File: src/rtl/dcache_miss_handler.sv
// rtl/dcache_miss_handler.sv - blocking data-cache miss handler: lookup, block fill, replay, write-through.
// Optional hit/miss counters are built when DCACHE_MISS_HANDLER_PERF_EN is defined.
module dcache_miss_handler #(
    parameter int ADDR_W     = 32,
    parameter int DATA_W     = 32,
    parameter int BLOCK_SIZE = 128
) (
    input  logic                  clk,
    input  logic                  rst,
    input  logic                  core_req_valid,
    output logic                  core_req_ready,
    input  logic                  core_req_we,
    input  logic [ADDR_W-1:0]     core_req_addr,
    input  logic [DATA_W-1:0]     core_req_wdata,
    output logic                  core_resp_valid,
    output logic [DATA_W-1:0]     core_rdata,
    output logic                  cache_r_en,
    output logic [ADDR_W-1:0]     cache_r_addr,
    input  logic                  cache_r_hit,
    input  logic [DATA_W-1:0]     cache_r_data,
    output logic                  cache_w_en,
    output logic [ADDR_W-1:0]     cache_w_addr,
    output logic [DATA_W-1:0]     cache_w_data,
    output logic                  cache_is_repair,
    output logic [BLOCK_SIZE-1:0] cache_repair_data,
    output logic                  mem_req_valid,
    input  logic                  mem_req_ready,
    output logic                  mem_req_we,
    output logic [ADDR_W-1:0]     mem_req_addr,
    output logic [DATA_W-1:0]     mem_req_wdata,
    input  logic                  mem_resp_valid,
    input  logic [BLOCK_SIZE-1:0] mem_resp_data,
    output logic [31:0]           hit_cnt_o,
    output logic [31:0]           miss_cnt_o
);
    localparam int OFF_W  = $clog2(BLOCK_SIZE / 8);
    localparam int WOFF_W = $clog2(DATA_W / 8);
    localparam logic [ADDR_W-1:0] BLK_MASK  = {ADDR_W{1'b1}} << OFF_W;
    localparam logic [ADDR_W-1:0] WORD_MASK = {ADDR_W{1'b1}} << WOFF_W;

    typedef enum logic [2:0] {
        IDLE, LOOKUP, MISS_REQ, MISS_WAIT, REPAIR, REPLAY, WT_REQ
    } state_t;

    state_t                state_q, state_d;
    logic                  we_q, we_d;
    logic [ADDR_W-1:0]     addr_q, addr_d;
    logic [DATA_W-1:0]     wdata_q, wdata_d;
    logic [BLOCK_SIZE-1:0] block_q, block_d;
    logic                  alive_q, alive_d;
    logic                  accept;

    assign accept  = core_req_valid && core_req_ready;
    assign alive_d = 1'b1;

    always_comb begin
        state_d = state_q;
        we_d    = we_q;
        addr_d  = addr_q;
        wdata_d = wdata_q;
        block_d = block_q;
        case (state_q)
            IDLE: if (accept) begin
                we_d    = core_req_we;
                addr_d  = core_req_addr;
                wdata_d = core_req_wdata;
                state_d = LOOKUP;
            end
            LOOKUP:    state_d = cache_r_hit ? (we_q ? WT_REQ : IDLE) : MISS_REQ;
            MISS_REQ:  if (mem_req_ready) state_d = MISS_WAIT;
            MISS_WAIT: if (mem_resp_valid) begin
                block_d = mem_resp_data;
                state_d = REPAIR;
            end
            REPAIR:    state_d = REPLAY;
            REPLAY:    state_d = LOOKUP;
            WT_REQ:    if (mem_req_ready) state_d = IDLE;
            default:   state_d = IDLE;
        endcase
    end

    // Handshake-facing outputs are decoded from state because hit and accept timing is same-cycle.
    always_comb begin
        core_req_ready    = alive_q && (state_q == IDLE);
        core_resp_valid   = 1'b0;
        core_rdata        = '0;
        cache_r_en        = 1'b0;
        cache_r_addr      = addr_q;
        cache_w_en        = 1'b0;
        cache_w_addr      = addr_q;
        cache_w_data      = wdata_q;
        cache_is_repair   = 1'b0;
        cache_repair_data = block_q;
        mem_req_valid     = 1'b0;
        mem_req_we        = 1'b0;
        mem_req_addr      = '0;
        mem_req_wdata     = '0;
        case (state_q)
            IDLE: begin
                cache_r_en   = accept;
                cache_r_addr = core_req_addr;
            end
            LOOKUP: if (cache_r_hit) begin
                if (we_q) begin
                    cache_w_en = 1'b1;
                end else begin
                    core_resp_valid = 1'b1;
                    core_rdata      = cache_r_data;
                end
            end
            MISS_REQ: begin
                mem_req_valid = 1'b1;
                mem_req_addr  = addr_q & BLK_MASK;
            end
            REPAIR: begin
                cache_w_en      = 1'b1;
                cache_is_repair = 1'b1;
            end
            REPLAY: cache_r_en = 1'b1;
            WT_REQ: begin
                mem_req_valid   = 1'b1;
                mem_req_we      = 1'b1;
                mem_req_addr    = addr_q & WORD_MASK;
                mem_req_wdata   = wdata_q;
                core_resp_valid = mem_req_ready;
            end
            default: ;
        endcase
    end

    always_ff @(posedge clk) begin
        if (!rst) begin
            state_q <= IDLE;
            we_q    <= 1'b0;
            addr_q  <= '0;
            wdata_q <= '0;
            block_q <= '0;
            alive_q <= 1'b0;
        end else begin
            state_q <= state_d;
            we_q    <= we_d;
            addr_q  <= addr_d;
            wdata_q <= wdata_d;
            block_q <= block_d;
            alive_q <= alive_d;
        end
    end

`ifdef DCACHE_MISS_HANDLER_PERF_EN
    logic [31:0] hit_cnt_q, hit_cnt_d;
    logic [31:0] miss_cnt_q, miss_cnt_d;

    always_comb begin
        hit_cnt_d  = hit_cnt_q;
        miss_cnt_d = miss_cnt_q;
        if (state_q == LOOKUP) begin
            if (cache_r_hit && (hit_cnt_q != '1))
                hit_cnt_d = hit_cnt_q + 32'd1;
            if (!cache_r_hit && (miss_cnt_q != '1))
                miss_cnt_d = miss_cnt_q + 32'd1;
        end
    end

    always_ff @(posedge clk) begin
        if (!rst) begin
            hit_cnt_q  <= '0;
            miss_cnt_q <= '0;
        end else begin
            hit_cnt_q  <= hit_cnt_d;
            miss_cnt_q <= miss_cnt_d;
        end
    end

    assign hit_cnt_o  = hit_cnt_q;
    assign miss_cnt_o = miss_cnt_q;
`else
    assign hit_cnt_o  = '0;
    assign miss_cnt_o = '0;
`endif

endmodule

File: config.mk
export PLATFORM = sky130hd
export DESIGN_NAME = dcache_miss_handler
export DESIGN_NICKNAME = d
export VERILOG_FILES = /design/src/rtl/dcache_miss_handler.sv
export SDC_FILE = /design/constraint.sdc
export NUM_CORES = 1
export LEC_CHECK = 0
export BUFFER_PORTS_ARGS = -buffer_cell sky130_fd_sc_hd__buf_2
export CAP_MARGIN = 20
export CELL_PAD_IN_SITES_DETAIL_PLACEMENT = 0
export CELL_PAD_IN_SITES_GLOBAL_PLACEMENT = 1
export CORE_AREA = 2 2 241 243
export DETAILED_ROUTE_END_ITERATION = 10
export DIE_AREA = 0 0 243 245
export GPL_ROUTABILITY_DRIVEN = 0
export PLACE_DENSITY = 0.61
export SLEW_MARGIN = 20
export SYNTH_ARGS = -nofsm -noshare
export SYNTH_HDL_FRONTEND = slang
export SYNTH_SLANG_ARGS = --single-unit
File: constraint.sdc
create_clock -name clk -period 3 [get_ports clk]
set_clock_uncertainty 0.1 [all_clocks]
set_input_delay 0.6 -clock clk [delete_from_list [all_inputs] [get_ports clk]]
set_output_delay 0.6 -clock clk [all_outputs]
set_load 0.03 [all_outputs]
==> impl_results.md <==
* Global-route wire length before repair at 50000 µm
* Leakage power total at 6.05 nW
* Final setup viols at 0
* Layout cells sized above 1 at 0.399
* Reg2Reg Setup Slack at 0.69 ns
* Final WL at 34300 µm
* Synth Register Bits at 197
* Final hold violations at 0
* Tot Pwr at 0.00603 W
* Post-CTS Setup Repair Bufs at 0
* Setup_tns at 0 ns
* CTS tree: done
* Placed Area at 0.0123 mm²
* Synth cell types at 27
* Fin crit period at 2.80 ns
* Outcome: complete, no violations
* Vias/cell at 3.71
* Drt pass-1 iters at 4
* DRT iter0 DRCs at 241
* # diodes at 0
* Synth top area cells: dfxtp_1 44%, nand2_1 17%, a21boi_0 12%, and2_1 6.6%, buf_4 6.4%
* I/O pin total at 622
* R2R cell count at 5
* GRT overflow at 0
* End point of the worst hold path: cache_w_data[26]
* Antenna viol nets, final at 0
* Inserted Clock Buffers at 17
* Hold_sp: core_req_wdata[26]
* Die width at 243 µm
* Critical Path AT at 2.10 ns
* Clk root buf: clkbuf_16
* H-Tree Depth at 4
* Dpl ws at 0.565 ns
* Wirelength per Cell at 14.4 µm
* MaxCap Viol Count at 0
* Buffers on Ports at 555
* DRC at 0
* Post-Syn Instances at 1089
* Max VDD drop at 393 µV
* Final nets at 1831
* Worst Max-Slew Pin Slew at 0.866 ns
* Core box area at 0.0570 mm²
* Initial antenna violation count at 2
* CTS Sinks at 197
* Yosys top cell by area: dfxtp_1
* Hold slack at 0.244 ns
* Mapped Area at 0.00896 mm²
* Worst slew margin at 0.422
* Vias in the first global route at 8381
* Hold Crit Class: in2reg
* Die footprint at 0.0595 mm²
* Clock slew at reported path FFs at 0.08 ns
* Reg2reg start: state_q[2]
* Worst hold path depth at 3
* Crit. End Element: output port
* PwrDens at 468 mW/mm²
* CP Launch Point: state_q[2]
* Max-slew violations at 0
* Via count at 8813
* Initial Util at 0.157
* Row cnt at 88
* Largest net degree at the start of global routing at 129
* Seq/Total Area, Yosys at 0.440
* Required time of the critical path at 2.30 ns
* RR Endpoint: cache_w_data[1]
* Period Utilization, post-route at 0.935
* Unrepaired setup endpoints after global routing: false
* Clk_lat worst skew at 0.48 ns
* Worst Slack Setup Final at 0.196 ns
* Critical Path Source Type: flop
* Syn_area_per_cell at 8.23 µm²
* Share of Yosys cell area claimed by the top area cell type at 0.440
* Post-route design area at 0.0129 mm²
* Synth warn at 0
* Worst Path Max Fanout at 33
* Area Overhead vs Synth at 43.9%
* Chip height at 245 µm
* DP HPWL at 25800 µm
* Fmax at 357 MHz
* Total track usage at 0.111
* Maximum clock path buffer count at 2
* WS Path Type: reg2out
stage by stage:
stage / utilization / cells
after detailed placement: 0.215 / 2346
after global routing: 0.226 / 2378
after floorplan: - / 1154
after global placement: 0.215 / 2346
after CTS: 0.226 / 2378
final: 0.226 / 2378
critical path, cell delays in order (launching register included):
cell     delay [ns]
dfxtp_1        0.41
and2b_2        0.33
nand2_1        0.08
nor3_2         0.10
buf_4          0.26
and2_1         0.22
buf_2          0.22
synthesized netlist by cell type (all sizes together):
cell type and number:
and2b 1, nor3 4, a21boi 193, clkbuf 33, o21ai 1, a21o 1
conb 1, o211a 1, inv 2, o21bai 1, nor2 4, buf 111
dfxtp 197, nand3 3, and2 95, and3 3, nand2 394, nand2b 3
a22oi 1, or3 1, a21oi 7, mux2 32
registers in the layout, indices dropped and copies added, names as in the netlist:
name	count
cache_w_addr	32
cache_repair_data	128
cache_w_data	32
we_q	1
state_q	3
alive_q	1
final cells by class:
| class | count | area [µm²] |
|---|---|---|
| Fill cell | 6428 | 44100 |
| Tap cell | 765 | 957 |
| Clock inverter | 13 | 188 |
| Sequential cell | 197 | 3950 |
| Timing Repair Buffer | 571 | 3000 |
| Inverter | 2 | 7.51 |
| Clock buffer | 19 | 433 |
| Multi-Input combinational cell | 811 | 4360 |
how the worst max path moves through the flow:
stage	end	slack, ns	cells after the start
finish	core_rdata[12]	0.20	6
global route	core_rdata[15]	0.03	6
CTS	core_rdata[15]	0.009	6
detailed placement	mem_req_wdata[3]	0.56	5
global placement	mem_req_wdata[10]	0.58	5
floorplan	mem_req_wdata[22]	0.59	5
cells in the final DEF, fill, tap and decap left out, types with 2 or more instances in the layout:
cell type    n
and2_1      95
buf_2      554
conb_1      66
dfxtp_1    195
nand2b_1     3
mux2_2      32
a21oi_1      7
nand2_1    394
inv_6        3
nor3_1       2
clkbuf_1     2
a21boi_0   143
nor2_1       3
inv_1        2
bufinv_16    3
buf_4        9
nand3_4      2
inv_8        3
dfxtp_2      2
a21boi_1    50
clkbuf_16   17
buf_12       8
repair_timing:
action | 4_1_cts | 5_1_grt
endpoints found under the setup margin | 4 | 32
resized for setup | 1 | 2
hold buffers | 0 | 0
endpoints found under the hold margin | 0 | 0
pin swaps | 0 | 0
logic make-up (layout without fill, tap and decap cells):
| logic type | count (synthesis) | after routing | synth area share |
|---|---|---|---|
| mux | 32 | 32 | 0.0402 |
| compound gates | 205 | 205 | 0.170 |
| flops | 197 | 197 | 0.440 |
| simple gates | 508 | 508 | 0.245 |
| buf+inv | 146 | 605 | 0.105 |
| other cells | 1 | 66 | 0.000419 |
per-layer routing:
| metal | global-route usage | part of all wire | wire (µm) | up-vias |
|---|---|---|---|---|
| met4 | 0.0471 | 0.023 | 786 | 0 |
| li1 | - | - | - | 4363 |
| met5 | 0 | 0 | 0 | - |
| met3 | 0.0341 | 0.064 | 2180 | 43 |
| met1 | 0.119 | 0.40 | 13700 | 4066 |
| met2 | 0.200 | 0.51 | 17600 | 341 |
report_power, final:
part	total (W)	switching, W	internal, W
combinational	0.000812	0.000526	0.000286
clock	0.00252	0.00117	0.00134
sequential	0.00271	0.0000487	0.00266
Note: power is estimated with default switching activity, not from simulation.
